--- config.mk ---
export PLATFORM = sky130hd
export DESIGN_NAME = seq_slot_ctrl
export DESIGN_NICKNAME = d
export VERILOG_FILES = /design/src/rtl/seq_slot_ctrl.sv
export SDC_FILE = /design/constraint.sdc
export NUM_CORES = 1
export LEC_CHECK = 0
export BUFFER_PORTS_ARGS = -buffer_cell sky130_fd_sc_hd__clkbuf_2
export CAP_MARGIN = 20
export CORE_MARGIN = 2
export CORE_UTILIZATION = 35
export CTS_BUF_LIST = sky130_fd_sc_hd__clkbuf_4
export CTS_CLUSTER_SIZE = 16
export DETAILED_ROUTE_END_ITERATION = 16
export GPL_ROUTABILITY_DRIVEN = 0
export GPL_TIMING_DRIVEN = 0
export PLACE_DENSITY_LB_ADDON = 0.3
export SYNTH_ARGS = -nofsm -noshare
export SYNTH_HDL_FRONTEND = slang
export SYNTH_SLANG_ARGS = --single-unit
export TNS_END_PERCENT = 100
--- constraint.sdc ---
create_clock -name sysclk -period 3.6 [get_ports sysclk]
set_clock_uncertainty 0.05 [all_clocks]
set_input_delay 0.72 -clock sysclk [delete_from_list [all_inputs] [get_ports sysclk]]
set_output_delay 0.72 -clock sysclk [all_outputs]
set_load 0.02 [all_outputs]
--- src/rtl/seq_slot_ctrl.sv ---
// -----------------------------------------------------------------------------
// seq_slot_ctrl
//
// Slot sequencer for the message/tone address path. A prescaler divides
// sysclk into ticks, DWELL ticks make one slot, NUM_SLOTS slots make one
// pass. The downstream ROM/decoder sees the current slot (addr), the
// position within the pass (count) and a read strobe whenever addr changes.
// A start/stop/pause handshake with busy/done status lets the controlling
// FSM run single or looping passes.
//
// Parameters:
//   CLK_DIV    sysclk cycles per tick (>= 2)
//   DWELL      ticks per slot (>= 1)
//   NUM_SLOTS  slots per pass (1..32, NUM_SLOTS*DWELL <= 256)
//
// Ports:
//   sysclk   in   system clock, rising edge
//   reset    in   asynchronous active-high reset
//   start    in   level; begins a pass from IDLE
//   stop     in   level; aborts a running or paused pass
//   pause    in   level; freezes sequencing while high
//   loop_en  in   sampled at end of pass: 1 = wrap, 0 = finish
//   count    out  position in pass, slot*DWELL + dwell
//   addr     out  current slot index
//   rd_en    out  1-cycle strobe, new addr valid
//   tick     out  1-cycle strobe per prescaler tick
//   busy     out  high while RUN or PAUSED
//   done     out  1-cycle strobe on normal pass completion
// -----------------------------------------------------------------------------
module seq_slot_ctrl #(
    parameter int CLK_DIV   = 50000,
    parameter int DWELL     = 13,
    parameter int NUM_SLOTS = 16
) (
    input  logic       sysclk,
    input  logic       reset,
    input  logic       start,
    input  logic       stop,
    input  logic       pause,
    input  logic       loop_en,
    output logic [7:0] count,
    output logic [4:0] addr,
    output logic       rd_en,
    output logic       tick,
    output logic       busy,
    output logic       done
);

    localparam int PW = $clog2(CLK_DIV);
    localparam int DW = $clog2(DWELL + 1);

    localparam logic [PW-1:0] PRESC_LAST = PW'(CLK_DIV - 1);
    localparam logic [DW-1:0] DWELL_LAST = DW'(DWELL - 1);
    localparam logic [4:0]    SLOT_LAST  = 5'(NUM_SLOTS - 1);

    localparam logic [1:0] IDLE   = 2'd0;
    localparam logic [1:0] RUN    = 2'd1;
    localparam logic [1:0] PAUSED = 2'd2;

    logic [1:0]    state_reg, state_next;
    logic [PW-1:0] presc_reg, presc_next;
    logic [DW-1:0] dwell_reg, dwell_next;
    logic [4:0]    addr_reg,  addr_next;
    logic [7:0]    count_reg, count_next;
    logic          busy_reg,  busy_next;
    logic          rd_en_reg, rd_en_next;
    logic          tick_reg,  tick_next;
    logic          done_reg,  done_next;

    always_comb begin
        state_next = state_reg;
        presc_next = presc_reg;
        dwell_next = dwell_reg;
        addr_next  = addr_reg;
        count_next = count_reg;
        busy_next  = busy_reg;
        rd_en_next = 1'b0;
        tick_next  = 1'b0;
        done_next  = 1'b0;

        case (state_reg)
            IDLE: begin
                // stop outranks start; pause alongside start enters PAUSED
                // directly, with the first slot already presented.
                if (start && !stop) begin
                    state_next = pause ? PAUSED : RUN;
                    presc_next = '0;
                    dwell_next = '0;
                    addr_next  = '0;
                    count_next = '0;
                    busy_next  = 1'b1;
                    rd_en_next = 1'b1;
                end
            end

            RUN, PAUSED: begin
                if (stop) begin
                    state_next = IDLE;
                    presc_next = '0;
                    dwell_next = '0;
                    addr_next  = '0;
                    count_next = '0;
                    busy_next  = 1'b0;
                end else if (pause) begin
                    // Everything holds; any tick due on this edge is dropped.
                    state_next = PAUSED;
                end else begin
                    // Leaving PAUSED counts this edge too, so a pause of N
                    // sampled edges delays completion by exactly N cycles.
                    state_next = RUN;
                    if (presc_reg == PRESC_LAST) begin
                        presc_next = '0;
                        tick_next  = 1'b1;
                        if (dwell_reg == DWELL_LAST) begin
                            dwell_next = '0;
                            if (addr_reg == SLOT_LAST) begin
                                addr_next  = '0;
                                count_next = '0;
                                if (loop_en) begin
                                    rd_en_next = 1'b1;
                                end else begin
                                    state_next = IDLE;
                                    busy_next  = 1'b0;
                                    done_next  = 1'b1;
                                end
                            end else begin
                                addr_next  = addr_reg + 5'd1;
                                count_next = count_reg + 8'd1;
                                rd_en_next = 1'b1;
                            end
                        end else begin
                            dwell_next = dwell_reg + DW'(1);
                            count_next = count_reg + 8'd1;
                        end
                    end else begin
                        presc_next = presc_reg + PW'(1);
                    end
                end
            end

            default: begin
                // Unreachable encoding: recover to a clean idle.
                state_next = IDLE;
                presc_next = '0;
                dwell_next = '0;
                addr_next  = '0;
                count_next = '0;
                busy_next  = 1'b0;
            end
        endcase
    end

    always_ff @(posedge sysclk or posedge reset) begin
        if (reset) begin
            state_reg <= IDLE;
            presc_reg <= '0;
            dwell_reg <= '0;
            addr_reg  <= '0;
            count_reg <= '0;
            busy_reg  <= 1'b0;
            rd_en_reg <= 1'b0;
            tick_reg  <= 1'b0;
            done_reg  <= 1'b0;
        end else begin
            state_reg <= state_next;
            presc_reg <= presc_next;
            dwell_reg <= dwell_next;
            addr_reg  <= addr_next;
            count_reg <= count_next;
            busy_reg  <= busy_next;
            rd_en_reg <= rd_en_next;
            tick_reg  <= tick_next;
            done_reg  <= done_next;
        end
    end

    assign count = count_reg;
    assign addr  = addr_reg;
    assign rd_en = rd_en_reg;
    assign tick  = tick_reg;
    assign busy  = busy_reg;
    assign done  = done_reg;

endmodule

# After elaboration in Yosys (flattened, before gate mapping)
# Cells that the tools add are included.
# totals
out_inout_bits,17
reg_bits,39
# classes
n_eq_ne,11
reduce_logical,8
muxes,61
n_addsub,4
# ops
op,n
$mux W16,4
$mux W8,6
$pmux W16 S2,1
$mux W5,6
$mux W1,29
$mux W4,5
$add A16 B1 Y16 const B,1
$eq A16 B16 Y1 const B,1
$pmux W8 S2,1
$ne A3 B3 Y1 const B,5
$pmux W5 S2,1
$add A8 B1 Y8 const B,1
$mux W2,4
$pmux W4 S2,1
$reduce_and A6 Y1,1
$add A5 B1 Y5 const B,1
$eq A5 B4 Y1 const B,1
$add A4 B1 Y4 const B,1
$eq A4 B4 Y1 const B,1
$pmux W1 S2,2
$pmux W2 S2,1
$reduce_and A4 Y1,1
$reduce_and A3 Y1,1
$eq A2 B1 Y1 const B,1
other kinds (7),7

# Depth between registers and ports, before layout
# Gate-level depths: netlist of the first run.
# depth
word_depth,7
depth_mapped,8
depth_no_buf,6

# Worst setup path before layout of the first run
# OpenSTA, ideal clock, no wires.
# synth_path
path_type,input to register
startpoint,in stop
endpoint,reg presc_reg[15]
path_slack_ns,1.408
setup_ns,0.073
arrival_time_ns,2.069
path_stages,5
n_path_buf,1
cell_sequence,nand2b_4 buf_6 a2111o_1 or4_4 a21oi_2
# synth_between
elab_chain_cells,4
elab_cells_between_ends,7
cone_classes,eq/ne (2); mux (2); reduce/logical (3)
# synth_rtl
item,line,text
from (decl),38,"input logic stop,"
$logic_not A1 Y1,85,if (start && !stop) begin
$logic_and A1 B1 Y1,85,
$ne A2 B2 Y1 (no line),-,
$reduce_and A2 Y1 (no line),-,
to (signal assigned),166,presc_reg <= presc_next;
to (decl),61,"logic [PW-1:0] presc_reg, presc_next;"
# Parallel ways exist; a longest one is shown, timed or not.
# A chain may end at the register's enable or synchronous reset.

# Worst setup path after layout of the first run
# layout_path
startpoint,reg state_reg[0]
endpoint,"reg count_reg[0], in the netlist count[0]"
# layout_between
elab_chain_cells,4
elab_cells_between_ends,9
cone_classes,eq/ne (5); mux (1); reduce/logical (3)
# layout_rtl
item,line,text
from (decl),60,"logic [1:0] state_reg, state_next;"
from (signal assigned),165,state_reg <= state_next;
$eq A2 B1 Y1 or $eq A2 B2 Y1 (tied branches),81,case (state_reg)
$reduce_or A2 Y1,81,
$ne A3 B3 Y1 (no line),-,
$reduce_and A3 Y1 (no line),-,
to (signal assigned),169,count_reg <= count_next;
to (decl),64,"logic [7:0] count_reg, count_next;"
# Parallel ways exist; a longest one is shown, timed or not.

==> summary.md, run 1 <==
| Metric | Value |
|---|---|
| Status | `complete, no violations` |
| Post-CTS Setup Repair Bufs | `0` |
| Clock period minus worst slack | `2470 ps` |
| DR DRC count | `0` |
| Path category of the worst min-delay check | `input pin to async pin` |
| Slew Viols, Final | `0` |
| Sequential fraction of the synthesis area | `42.6%` |
| Post-synth ARST share | `100%` |
| H-Tree Depth | `2` |
| Leakage power | `1.08 nW` |
| Sw power | `0.567 mW` |
| Slew HR | `43.3%` |
| Multi-input gate area in the final layout | `1210 um2` |
| I/O pins | `23` |
| Antenna violations before repair | `0` |
| Critical path launch point type | `flop` |
| Remaining antenna violation count | `0` |
| Commonest non-fill, non-tap cell in the layout | `dfrtp_1` |
| Clock sinks | `39` |
| Setup crit start | `state_reg[0]` |
| Die area | `7220 um2` |
| Final worst path period share | `68.5%` |
| Final wirelength | `5720 um` |
| Syn Area/Cell | `9.48 um2` |
| Final setup fails | `0` |
| Drt wl/cell | `16.4 um` |
| Main synth FF type | `dfrtp_1` |
| Worst Tran Pin Value | `849 ps` |
| Initial core utilization | `36.1%` |
| Sum Neg Setup Slack | `0 ps` |
| R2R setup slack | `1130 ps` |
| Worst vdd ir | `295 uV` |
| Reg power frac | `38.1%` |
| Combinational share of power | `43.3%` |
| Unrepaired setup endpoints after global routing | `false` |
| GR Util met1 | `21.8%` |
| Final hold viol count | `0` |
| Chip height | `85.0 um` |
| Mapped Cells | `242` |
| M2 GR Usage | `27.0%` |
| M3 GR Usage | `2.04%` |
| CP Capture Type | `flop` |
| Critical path destination | `count[0]` |
| Crit path DAT | `2660 ps` |
| MaxCap Viol Count | `0` |
| R2r endpoint | `count[0]` |
| Post-synthesis register bit count | `39` |
| HPWL after DPL | `3960 um` |
| CP required | `3790 ps` |
| Rows | `29` |
| CTS max path bufs | `2` |
| Fillers | `621` |
| TritonCTS clock tree | `yes` |
| Total GRT Usage | `16.4%` |
| Routed via count | `2048` |
| Clock Pin Slew Worst Setup and Hold Paths | `120 ps` |
| Hold buffers post-CTS | `0` |
| Most crowded layer after global routing | `met2` |
| Iter 0 DRT Violations | `117` |
| Max FO, Critical Path | `10` |
| Post-Syn Area | `2290 um2` |
| Diode count | `0` |
| Placed cell areas | `2500 um2` |
| P&R area growth vs syn | `11.5%` |
| Core footprint | `6350 um2` |
| First-pass GRT wire length | `9660 um` |
| Sw Share | `43.4%` |
| Clock power share | `18.6%` |
| Layout cells sized above 1 | `16.5%` |
| # nets final | `284` |
| Largest net degree at the start of global routing | `40` |
| Num CTS Buffers | `5` |
| R2R Path Start | `state_reg[0]` |
| Synth warnings | `0` |
| R2r worst-path depth | `8` |
| Cell area power density | `510 nW/um2` |
| Die X | `85.0 um` |
| Final core utilization | `40.3%` |
| Number of synthesized flops with an enable pin | `0` |
| # port buffers | `22` |
| CTS resizes | `0` |
| Post-synth cell types | `50` |
| Net Count, Synth | `255` |
| Detailed-router iteration count before antenna repair | `4` |
| Clk_lat worst skew | `360 ps` |
| Number of global-route vias before repair | `2024` |
| Gr ovfl total | `0` |
| Leading cell types in the layout, fill and taps excluded | `dfrtp_1, clkbuf_2, nand3_1, o21ai_0, a21oi_1` |
| P_int | `0.739 mW` |
| F_max | `405 MHz` |
| FF+latch area | `976 um2` |
| Setup CP Type | `flop to flop` |
| Fin area | `2560 um2` |
| Max reg flops | `16` |
| Clk root buf | `clkbuf_4` |
| Via/cell ratio | `5.87` |
-- cells in the mapped netlist, types with 3 or more instances --
cell / number / area, um2
o21ai_0: 18 / 90.1
nand2b_1: 6 / 37.5
nand2_1: 12 / 45.0
nand3_1: 18 / 90.1
a211oi_1: 3 / 22.5
buf_2: 6 / 30.0
ha_1: 7 / 87.6
nand4_1: 11 / 68.8
clkbuf_1: 6 / 22.5
mux2i_1: 9 / 90.1
and3_1: 7 / 43.8
dfrtp_1: 39 / 976
a221oi_1: 3 / 26.3
nor2_1: 11 / 41.3
o211ai_1: 4 / 30.0
a2111o_1: 4 / 45.0
a21oi_1: 14 / 70.1
o31ai_1: 3 / 22.5
inv_1: 10 / 37.5
or3_1: 8 / 50.1
-- cell families (layout without fill, tap and decap cells) --
logic type / Yosys count / in the layout / share of synthesized area [%]
buffers and inverters: 24 / 54 / 4.58
AND/OR/NAND/NOR: 92 / 92 / 23.2
multiplexers: 9 / 9 / 3.93
flip-flops: 39 / 39 / 42.6
AO/OA/AOI/OAI: 71 / 71 / 21.9
adder cells (fa/ha/maj): 7 / 7 / 3.82
-- power by group through the flow --
| stage | Combinational [mW] | Clock (mW) | Sequential (mW) |
|---|---|---|---|
| 3_3_place_gp | 0.557 | 0 | 0.504 |
| 2_1_floorplan | 0.387 | 0 | 0.515 |
| 5_1_grt | 0.625 | 0.270 | 0.503 |
| 6_report | 0.566 | 0.243 | 0.497 |
| 3_5_place_dp | 0.561 | 0 | 0.506 |
| 4_1_cts | 0.565 | 0.251 | 0.497 |
-- how the worst min path moves through the flow --
stage	from	end	slack, ps	cells past startpoint
after floorplan	presc_reg[1]	presc_reg[1]	440	2
after global placement	count[7]	count[7]	460	1
after detailed placement	count[6]	count[6]	460	1
after CTS	reset	presc_reg[9]	490	2
after global routing	count[7]	count[7]	490	1
final	reset	presc_reg[7]	450	2
-- routing by layer --
metal	part of all wire (%)	vias to the layer above	wire, um
met5	0	-	0
met4	1.7	0	95
met3	2.9	7	165
met2	48	39	2740
met1	47	1004	2720
li1	-	998	-
-- critical path, stage by stage (launching register included) --
cell     delay, ps
dfrtp_1        370
inv_1           60
ha_1           310
and3b_1        180
buf_2          150
a21o_1         260
a21oi_2        490
buf_2          350
mux2i_1        120
-- per-stage QoR --
stage | power, mW | setup WS, ps | hold slack [ps] | instances
detailed placement | 1.07 | 986 | 457 | 341
CTS | 1.31 | 1100 | 485 | 349
finish | 1.31 | 1130 | 446 | 349
floorplan | 0.902 | 1410 | 439 | 242
global placement | 1.06 | 1010 | 461 | 341
global route | 1.40 | 979 | 486 | 349
-- final cells by class --
class	instances	area share, %
Buffer	14	2.64
Inverter	10	1.47
Timing Repair Buffer	22	4.31
Multi-Input combinational cell	179	47.4
Clock inverter	1	0.196
Tap cell	77	3.77
Sequential cell	39	38.2
Clock buffer	7	2.05
Power figures use the tool's default switching activity.
==> run 2, diff against run 1 <==
--- a/config.mk
+++ b/config.mk
@@ -5,6 +5,7 @@
 export SDC_FILE = /design/constraint.sdc
 export NUM_CORES = 1
 export LEC_CHECK = 0
+export ABC_AREA = 1
 export BUFFER_PORTS_ARGS = -buffer_cell sky130_fd_sc_hd__clkbuf_2
 export CAP_MARGIN = 20
 export CORE_MARGIN = 2
==> constraint.sdc (replaced) <==
create_clock -name sysclk -period 2.28 [get_ports sysclk]
set_clock_uncertainty 0.05 [all_clocks]
set_input_delay 0.456 -clock sysclk [delete_from_list [all_inputs] [get_ports sysclk]]
set_output_delay 0.456 -clock sysclk [all_outputs]
set_load 0.02 [all_outputs]
==> summary.md, run 2 <==
| Metric | Value |
|---|---|
| Gr ovfl total | `0 (unchanged)` |
| Post-Syn Area | `2300 um2 (+0.22%)` |
| R2r endpoint | `presc_reg[11]` |
| Final setup fails | `0 (unchanged)` |
| Final wirelength | `5000 um (-13%)` |
| Max FO, Critical Path | `10 (unchanged)` |
| Final core utilization | `41.0% (+0.73 points)` |
| Core footprint | `6350 um2 (unchanged)` |
| Final Instance Count excl. Fillers | `424 (+21%)` |
| Initial core utilization | `36.2% (+0.079 points)` |
| Clock period minus worst slack | `2050 ps (-421 ps)` |
| Leading cell types in the layout, fill and taps excluded | `nand2_1, dfrtp_1, nor2_1` |
| R2R setup slack | `230 ps (-900 ps)` |
| Worst hold margin | `197 ps (-248 ps)` |
| Status | `complete, no violations` |
| Sum Neg Setup Slack | `0 ps (unchanged)` |
| Layout cells sized above 1 | `14.7% (-1.8 points)` |
| TritonCTS clock tree | `yes` |
| Area share of the largest cell type after synthesis | `42.5% (-0.093 points)` |
| Clk_lat worst skew | `340 ps (-20 ps)` |
| Leakage power | `1.23 nW (+14%)` |
| Critical path launch point type | `flop` |
| Worst Tran Pin Value | `815 ps (-33.1 ps)` |
| Post-synth ARST share | `100% (unchanged)` |
| Crit path DAT | `2270 ps (-390 ps)` |
| Worst vdd ir | `516 uV (+75%)` |
| Die X | `85.0 um (+0.10%)` |
| Via/cell ratio | `4.82 (-18%)` |
| Diode count | `0 (unchanged)` |
| Iter 0 DRT Violations | `134 (+15%)` |
| First-pass GRT wire length | `9010 um (-6.7%)` |
| # nets final | `359 (+26%)` |
| Total GRT Usage | `15.3% (-1.0 points)` |
| Drt wl/cell | `11.8 um (-28%)` |
| Pwr Total | `2.31 mW (+77%)` |
| Hold buffers post-CTS | `0 (unchanged)` |
| CP Capture Type | `flop` |
| I/O pins | `23 (unchanged)` |
| Num CTS Buffers | `5 (unchanged)` |
| Net Count, Synth | `327 (+28%)` |
| R2r worst-path depth | `11 (+3)` |
| Clk root buf | `clkbuf_4` |
| DR DRC count | `0 (unchanged)` |
| Final worst path period share | `89.7% (+21 points)` |
| H-Tree Depth | `2 (unchanged)` |
| Slew Viols, Final | `0 (unchanged)` |
| Setup CP Type | `flop to flop` |
| MaxCap Viol Count | `0 (unchanged)` |
| Path category of the worst min-delay check | `input pin to async pin` |
| Chip height | `85.0 um (+0.10%)` |
| Cell area power density | `886 nW/um2 (+74%)` |
| CP required | `2510 ps (-1280 ps)` |
| Slew HR | `45.6% (+2.2 points)` |
| Antenna violations before repair | `0 (unchanged)` |
| Synth warnings | `0 (unchanged)` |
| CTS max path bufs | `2 (unchanged)` |
| Die area | `7230 um2 (+0.20%)` |
| Clock sinks | `39 (unchanged)` |
| Syn Area/Cell | `7.32 um2 (-23%)` |
| Clock Pin Slew Worst Setup and Hold Paths | `120 ps (about the same)` |
| Final hold viol count | `0 (unchanged)` |
| Largest net degree at the start of global routing | `40 (unchanged)` |
| Number of synthesized flops with an enable pin | `0 (unchanged)` |
| Main synth FF type | `dfrtp_1` |
| Count leader, synth | `nand2_1` |
| Number of global-route vias before repair | `1943 (-4.0%)` |
| Top cells by count, synth | `nand2_1, dfrtp_1, nor2_1, inv_1, nand3_1` |
| Mapped Cells | `314 (+30%)` |
| # port buffers | `22 (unchanged)` |
| R2R Path Start | `state_reg[1]` |
| Rows | `29 (unchanged)` |
| Routed via count | `2043 (-0.24%)` |
| CTS resizes | `0 (unchanged)` |
| Main area contributors after synthesis | `dfrtp_1, nand2_1, nor2_1` |
| Synth area leader | `dfrtp_1` |
| HPWL after DPL | `3660 um (-7.5%)` |
| Remaining antenna violation count | `0 (unchanged)` |
| F_max | `489 MHz (+21%)` |
| P&R area growth vs syn | `13.3%` |
| Sequential fraction of the synthesis area | `42.5% (-0.093 points)` |
| Unrepaired setup endpoints after global routing | `false` |
| Max reg flops | `16 (unchanged)` |
| Detailed-router iteration count before antenna repair | `5 (+1)` |
| Post-Place Cells | `413 (+21%)` |
| Post-synth cell types | `28 (-44%)` |
| Commonest non-fill, non-tap cell in the layout | `nand2_1` |
| Post-synthesis register bit count | `39 (unchanged)` |
==> run 2: metal layers <==
layer	vias up	track usage [%]	share of wire, %
met3	6	3.21	4.5
met5	-	0	0
met2	36	24.2	46
li1	1073	-	-
met4	0	4.47	0.96
met1	928	21.3	48
==> run 2: area by class of cell <==
class	count	area, um2
Clock inverter	3	38.8
Timing Repair Buffer	25	133
Sequential cell	39	976
Tap cell	77	96.3
Fill cell	663	3750
Multi-Input combinational cell	230	1120
Buffer	5	48.8
Clock buffer	5	37.5
Inverter	40	150
==> run 2: worst max-delay path by stage <==
stage / startpoint / endpoint / slack [ps]
4_1_cts: state_reg[1] / presc_reg[14] / 150
2_1_floorplan: addr[0] / state_reg[0] / 520
5_1_grt: state_reg[1] / presc_reg[14] / 30
6_report: state_reg[1] / presc_reg[11] / 230
3_5_place_dp: state_reg[0] / presc_reg[12] / 170
3_3_place_gp: state_reg[0] / presc_reg[14] / 180
==> run 2: timing repair <==
| action | CTS | global route |
|---|---|---|
| setup buffers | 0 | 3 |
| hold endpoints to repair | 0 | 0 |
| setup endpoints to repair | 0 | 6 |
==> run 2: cells by family after synthesis <==
family	count (synthesis)	synth area share, %
AO/OA/AOI/OAI	37	8.49
XOR/XNOR	5	1.91
adder cells (fa/ha/maj)	7	3.81
buffers and inverters	45	8.65
flip-flops	39	42.5
AND/OR/NAND/NOR	181	34.7
==> run 2: where the power goes <==
group / internal, mW / switching [mW]
logic: 0.334 / 0.677
clock network: 0.226 / 0.236
registers: 0.768 / 0.0659
==> run 2: critical path, cell delays in order, from the launching register on <==
cell and delay [ps]:
dfrtp_1 370, inv_1 60, ha_1 430, inv_2 110, nor2_4 230, nand2_2 110, nand2_2 110, inv_2 90
nand2_4 90, buf_4 180, nand2_1 60, nor2_1 80
==> run 2: through the flow <==
step / cell area (um2) / setup WS [ps]
after floorplan: 2300 / 522
after global placement: 2500 / 184
after detailed placement: 2500 / 175
after CTS: 2580 / 149
after global routing: 2600 / 28.1
final: 2600 / 234
